File: src/rtl/jelly_bean_taster.sv
// Jelly-bean bus slave: registered taste verdicts, per-flavor table, tallies, fatigue REST.
// Latency: taste answers one cycle after the command is sampled; commands are dropped while busy.
module jelly_bean_taster #(
  parameter int FATIGUE_LIMIT = 3,
  parameter int REST_CYCLES   = 4,
  parameter int CNT_W         = 8
) (
  input  logic             clk,
  input  logic             reset,
  input  logic [2:0]       flavor,
  input  logic [1:0]       color,
  input  logic             sugar_free,
  input  logic             sour,
  input  logic [1:0]       command,
  output logic [1:0]       taste,
  output logic             busy,
  output logic [CNT_W-1:0] yummy_count,
  output logic [CNT_W-1:0] yucky_count
);

  localparam logic [1:0] T_UNKNOWN = 2'd0;
  localparam logic [1:0] T_YUMMY   = 2'd1;
  localparam logic [1:0] T_YUCKY   = 2'd2;
  localparam logic [1:0] C_READ    = 2'd1;
  localparam logic [1:0] C_WRITE   = 2'd2;
  localparam logic [2:0] F_NONE    = 3'd0;
  localparam logic [2:0] F_CHOC    = 3'd4;
  localparam logic [3:0] FAT_LAST  = 4'(FATIGUE_LIMIT - 1);
  localparam logic [7:0] REST_LOAD = 8'(REST_CYCLES);

  typedef enum logic {S_TASTE, S_REST} state_t;

  state_t           state_q, state_d;
  logic [7:0]       rest_cnt_q;
  logic [3:0]       consec_q;
  logic [1:0]       taste_q;
  logic [CNT_W-1:0] yummy_q, yucky_q;
  logic [7:0]       tbl_vld;
  logic [7:0][1:0]  tbl_val;
  logic [1:0]       verdict;
  logic             do_write, do_read, fatigue_hit;

  // Sugar-free beans taste the same as regular ones.
  logic unused_sugar_free;
  assign unused_sugar_free = sugar_free;

  always_comb begin
    verdict = T_YUMMY;
    if ((flavor == F_CHOC && sour) || flavor == F_NONE || flavor >= 3'd5 || color == 2'd3)
      verdict = T_YUCKY;
  end

  assign do_write    = (state_q == S_TASTE) && (command == C_WRITE);
  assign do_read     = (state_q == S_TASTE) && (command == C_READ);
  assign fatigue_hit = do_write && (verdict == T_YUCKY) && (consec_q == FAT_LAST);

  always_ff @(posedge clk) begin
    if (reset) state_q <= S_TASTE;
    else       state_q <= state_d;
  end

  always_comb begin
    state_d = state_q;
    case (state_q)
      S_TASTE: if (fatigue_hit) state_d = S_REST;
      S_REST:  if (rest_cnt_q == 8'd1) state_d = S_TASTE;
      default: state_d = S_TASTE;
    endcase
  end

  always_comb begin
    busy = (state_q == S_REST);
  end

  always_ff @(posedge clk) begin
    if (reset) begin
      taste_q    <= T_UNKNOWN;
      rest_cnt_q <= '0;
      consec_q   <= '0;
      yummy_q    <= '0;
      yucky_q    <= '0;
      tbl_vld    <= '0;
      tbl_val    <= '0;
    end else begin
      taste_q <= T_UNKNOWN;
      if (do_write) begin
        taste_q         <= verdict;
        tbl_vld[flavor] <= 1'b1;
        tbl_val[flavor] <= verdict;
        if (verdict == T_YUMMY) begin
          consec_q <= '0;
          if (yummy_q != '1) yummy_q <= yummy_q + 1'b1;
        end else begin
          consec_q <= consec_q + 1'b1;
          if (yucky_q != '1) yucky_q <= yucky_q + 1'b1;
        end
      end else if (do_read) begin
        taste_q <= tbl_vld[flavor] ? tbl_val[flavor] : T_UNKNOWN;
      end
      if (fatigue_hit) rest_cnt_q <= REST_LOAD;
      // Leaving REST wipes the bad-bean run so fatigue starts from scratch.
      if (state_q == S_REST) begin
        rest_cnt_q <= rest_cnt_q - 1'b1;
        if (rest_cnt_q == 8'd1) consec_q <= '0;
      end
    end
  end

  assign taste       = taste_q;
  assign yummy_count = yummy_q;
  assign yucky_count = yucky_q;

endmodule

File: config.mk
export PLATFORM = sky130hd
export DESIGN_NAME = jelly_bean_taster
export DESIGN_NICKNAME = d
export VERILOG_FILES = /design/src/rtl/jelly_bean_taster.sv
export SDC_FILE = /design/constraint.sdc
export NUM_CORES = 1
export LEC_CHECK = 0
export CORE_MARGIN = 8
export CORE_UTILIZATION = 55
export DETAILED_ROUTE_END_ITERATION = 12
export GPL_TIMING_DRIVEN = 0
export PLACE_DENSITY = 0.86
export SYNTH_ARGS = -nofsm -noshare
export SYNTH_HDL_FRONTEND = slang
export SYNTH_SLANG_ARGS = --single-unit
File: constraint.sdc
create_clock -name clk -period 2.1 [get_ports clk]
set_input_delay 0.21 -clock clk [delete_from_list [all_inputs] [get_ports clk]]
set_output_delay 0.21 -clock clk [all_outputs]
set_load 0.02 [all_outputs]
### Word level (Yosys, flattened, before mapping)

Index checks and enable logic that the tools add are counted.

* reduce and logical (&&, ||, !) cells: 13
* eq/ne operators: 10
* bitwise logic cells: 3
* $add $sub $neg: 4
* magnitude comparators: 3
* multiplexer cells: 22

Operator list (number)
* adder 8 x 1 -> 8 bit (second input constant): 2
* bitwise mux 16 bit: 1
* 2-to-1 mux 4 bit: 4
* 2-to-1 mux 8 bit: 2
* != test 8 bit (second input constant): 2
* 2-to-1 mux 2 bit: 6
* == test 8 x 1 -> 1 bit (second input constant): 1
* OR 8 bit: 1
* subtractor 8 x 1 -> 8 bit (second input constant): 1
* binary-select mux 2 bit (select 3 bit): 1
* demux 2 bit (select 3 bit): 1
* == test 2 bit (second input constant): 3
* logical AND 1 bit: 6
* AND reduction 3 bit: 2
* adder 4 x 1 -> 4 bit (second input constant): 1
* == test 2 x 1 -> 1 bit (second input constant): 2
* == test 4 x 2 -> 1 bit (second input constant): 1
* < comparator 3 x 4 -> 1 bit (second input constant): 1
* 2-to-1 mux 1 bit: 4
* binary-select mux 1 bit (select 3 bit): 1
* demux 1 bit (select 3 bit): 1
* == test 3 bit (second input constant): 1
* >= comparator 3 x 1 -> 1 bit (second input constant): 1
* >= comparator 3 bit (second input constant): 1
* other kinds (5): 8

* word-level logic and storage cells: 70
* input bits: 11
* bits in registers: 55
* output and inout bits: 19

### Depth between registers and ports, before layout

Gate-level depths: netlist of run 1.

* depth in word-level cells: 11
* mapped depth: 7
* gate-level depth less buffers: 6

### Worst setup path before layout of run 1

OpenSTA, ideal clock, no wires.

* path type: reg-to-reg
* start point: register yummy_q[0], in the netlist yummy_count[0]
* end point: register yummy_q[2], in the netlist yummy_count[2]
* slack: 349 ps
* data required time: 1972 ps
* stages on the path, launching flop included: 8
* setup time: 128 ps
* clock period less this slack: 1751 ps
* arrival time: 1624 ps
* path buffers: 1
* path through: dfxtp_1 ha_1 and3_1 and3_1 clkbuf_1 nor4b_2 xnor2_1 nor2_1

* longest elaborated chain between the ends: 2
* elaborated cells between the ends (all ways): 3
* those cells by class: 1 x add/sub; 1 x eq/ne; 1 x reduce/logical

Ends and longest elaborated chain
* start: declaration: RTL line 37 `logic [CNT_W-1:0] yummy_q, yucky_q;`
* start signal: assignment: RTL line 92 `if (yummy_q != '1) yummy_q <= yummy_q + 1'b1;`
* branches (longest 2 deep; another with adder 8 x 1 -> 8 bit)

Several ways; the timed one is not identified.
A chain may end at the register's enable or synchronous reset.

### Worst setup path in the final report of run 1

* start point: register state_q, in the netlist busy
* end point: register rest_cnt_q[4]

* longest elaborated chain between the ends: 5
* elaborated cells between the ends (all ways): 6
* those cells by class: 1 x mux; 1 x bitwise; 4 x reduce/logical

Ends and longest elaborated chain
* start: declaration: RTL line 33 `state_t state_q, state_d;`
* start signal: assignment: RTL line 59 `else state_q <= state_d;`
* inverter 1 bit
* logical AND 1 bit: RTL line 53 `assign do_write = (state_q == S_TASTE) && (command == C_WRITE);`
* logical AND 1 bit (2 in a row): RTL line 55 `assign fatigue_hit = do_write && (verdict == T_YUCKY) && (consec_q == FAT_LAST);`
* nonzero test 2 bit (no line)
* end signal: assignment: RTL line 103 `rest_cnt_q <= rest_cnt_q - 1'b1;`
* end: declaration: RTL line 34 `logic [7:0] rest_cnt_q;`

Parallel ways exist; a longest one is shown, timed or not.

==> results of run 1 <==
## worst max-delay path: cells and delay by family (launching register included)
family,cells,cell delay [ns]
DFF,1,0.40
AOI/OAI and AO/OA,1,0.13
and+or+nand+nor,3,1.26
## worst min path at each step
stage	endpoint	slack, ns
floorplan	tbl_val[10]$_SDFFE_PP0P_	0.41
global placement	tbl_val[10]$_SDFFE_PP0P_	0.42
detailed placement	tbl_val[10]$_SDFFE_PP0P_	0.43
CTS	tbl_val[2]$_SDFFE_PP0P_	0.38
global route	tbl_vld[6]$_SDFFE_PP0P_	0.44
finish	tbl_val[2]$_SDFFE_PP0P_	0.38
## stage by stage
stage / util, % / total power [uW] / cell area, um^2 / setup TNS (ns)
2_1_floorplan: - / 1210 / 2640 / 0
3_3_place_gp: 63.2 / 1250 / 2940 / -0.0931
3_5_place_dp: 63.2 / 1260 / 2940 / -0.285
4_1_cts: 65.0 / 1820 / 3030 / 0
5_1_grt: 65.0 / 1870 / 3030 / 0
6_report: 65.0 / 1800 / 3030 / 0
## registers in the layout, summed over array words and instances (netlist names)
| signal | cells |
|---|---|
| busy | 1 |
| consec_q | 4 |
| rest_cnt_q | 8 |
| taste | 2 |
| tbl_val | 16 |
| tbl_vld | 8 |
| yucky_count | 8 |
| yummy_count | 8 |
## routing by layer
layer	up-vias	track usage, %	routed length (um)
li1	1118	-	-
met3	8	3.38	280
met1	1104	21.7	2660
met4	0	6.80	85
met5	-	0	0
met2	52	28.1	2870
## where the power goes
part,switching (uW),internal (uW)
logic,105,63.4
registers,11.1,1060
clock network,339,229
total,455,1350
## layout make-up
class	count	area, um^2
clock inverter	3	15.0
inverter	11	41.3
fill	394	1630
sequential	55	1100
timing repair buffer	24	240
multi-input combinational	214	1390
clock buffer	5	68.8
buffer	20	105
tap	54	67.6
## layout by cell type (no fill, tap or decap), types with 5 or more instances in the layout
cell type,n
clkbuf_1,11
xnor2_1,6
inv_1,11
a21oi_1,22
nand4_1,10
nor3_1,6
xor2_1,7
and3_1,5
nand3_1,12
buf_2,6
a31oi_1,5
nand2b_1,6
dfxtp_1,55
mux2i_1,13
nand2_1,20
ha_1,6
clkbuf_8,5
clkdlybuf4s50_1,24
nor2_1,42
## logic make-up (layout without fill, tap and decap cells)
kind of cell | Yosys count | count (layout)
simple gates | 130 | 130
flops | 55 | 55
buf+inv | 31 | 63
mux | 15 | 15
xor+xnor | 13 | 13
fa+ha+maj | 6 | 6
compound gates | 50 | 50
==> out/qor.txt, run 1 <==
syn avg cell area: 8.79 um^2
Routed Antenna Nets: 0
Synth area leader: dfxtp_1
XOR/XNOR share of the synthesized area: 4.32%
CP peak stage delay: 0.64 ns
Critical Path RT: 2.28 ns
Post-synth EDFFs: 0
Die X: 85.2 um
FF+latch count, synth: 55
Post-route DRC: 0
Critical Path Source: busy$_SDFF_PP0_
fmax: 525 MHz
setup repair bufs after CTS: 0
Core ar.: 4660 um^2
clock slew at reported path FFs: 0.09 ns
count leader, synth: dfxtp_1
RePlAce Congestion: 0.840
minimum clock period: 1.90 ns
CP Cell Sequence: nor3b_2, nand4_1, nand2_1, a311oi_1
Buffers on Ports: 24
# rows: 25
final worst path period share: 90.6%
worst-skew pair later-pin latency: 0.31 ns
worst hold start: flavor[2]
Iter 0 DRT Violations: 186
Hold Buf Count CTS: 0
post-cts gate resize count: 0
clock sinks: 55
FF-to-FF End: rest_cnt_q[4]$_SDFFE_PP0P_
drt pass-1 iters: 4
Clock Path Buffers: 2
share of cells above drive strength 1: 9.04%
initial antenna violation count: 0
main combinational cell family by area after synthesis: simple AND/OR/NAND/NOR gates
WL/cell: 15.3 um
Worst path slowest cell: nor3b_2
register area share after synthesis: 41.8%
Adder-Cell Fraction of Synth Area: 2.85%
Max Cap Viol: 0
Total Routing Usage GR: 17.2%
post-synthesis cell type count: 48
worst path arrival time: 2.08 ns
critical path startpoint category: register
DIE HEIGHT: 85.2 um
Slew headroom: 52.7%
status: finished, final reports clean
Antenna diodes: 0
Critical Path End: rest_cnt_q[4]$_SDFFE_PP0P_
Synth warnings: 0
H-tree levels: 2
FF-to-FF path depth: 4
die footprint: 7270 um^2
Synth area leaders: dfxtp_1 (42%), nor2_1 (6.0%), mux2i_1 (4.9%), a21oi_1 (4.2%), ha_1 (2.8%)
root buf cell: clkbuf_8
synth-to-layout area growth: 14.9%
actual slew at the worst max-slew pin: 0.707 ns
RSZ-0062 raised after global routing: no
top cells by count, synth: dfxtp_1 (55), nor2_1 (42), a21oi_1 (22)
Hold Path Cell Cnt: 4
starting density of the core: 56.6%
Synth top area share: 41.8%
P_leak: 0.00110 uW
NumNets Final: 348
final setup fails: 0
mux cell area share after synthesis: 5.79%
non-filler instance count after layout: 386
final hold viol count: 0
DPL Wire Length: 4270 um
syn nets: 317
fin worst setup slack: 0.197 ns
Synth Instances: 300
reg2reg start: busy$_SDFF_PP0_
largest net degree at the start of global routing: 17
Num CTS Buffers: 5
gr ovfl total: 0
Final Max Tran Viols: 0
maximum VDD drop: 0.287 mV
vias post-DR: 2282
simple-gate share of the synthesized area: 27.5%
Synth Area in Compound Gates: 12.2%
asr flop ratio synth: 0%
r2r setup slk: 0.20 ns
Via density: 5.91
Fin Hold WS: 0.378 ns
DP Cell Count: 378
Total Routed Length: 5890 um
# IOs: 30
pre-CTS WS: -0.0518 ns
ys flop type: dfxtp_1
crit path kind: register to register
first-pass GRT wire length: 10200 um
CP Max Fanout: 10
vias in the first global route: 2160
Post-Syn Area: 2640 um^2
Clock Skews: 0.00674 ns
type of destination of the critical path: register
TritonCTS clock tree: done
Worst Hold Class: input port to register
Power Density: 596 nW/um^2
No activity file was read; power rests on OpenSTA's default activity.
==> inputs of run 2 (changes only) <==
--- a/config.mk
+++ b/config.mk
@@ -7,9 +7,11 @@
 export LEC_CHECK = 0
 export CORE_MARGIN = 8
 export CORE_UTILIZATION = 55
+export CTS_CLUSTER_SIZE = 12
 export DETAILED_ROUTE_END_ITERATION = 12
 export GPL_TIMING_DRIVEN = 0
 export PLACE_DENSITY = 0.86
+export SLEW_MARGIN = 20
 export SYNTH_ARGS = -nofsm -noshare
 export SYNTH_HDL_FRONTEND = slang
 export SYNTH_SLANG_ARGS = --single-unit
==> results of run 2 <==
Same layout as run 1: the final DEF is identical, and so are final timing and power.
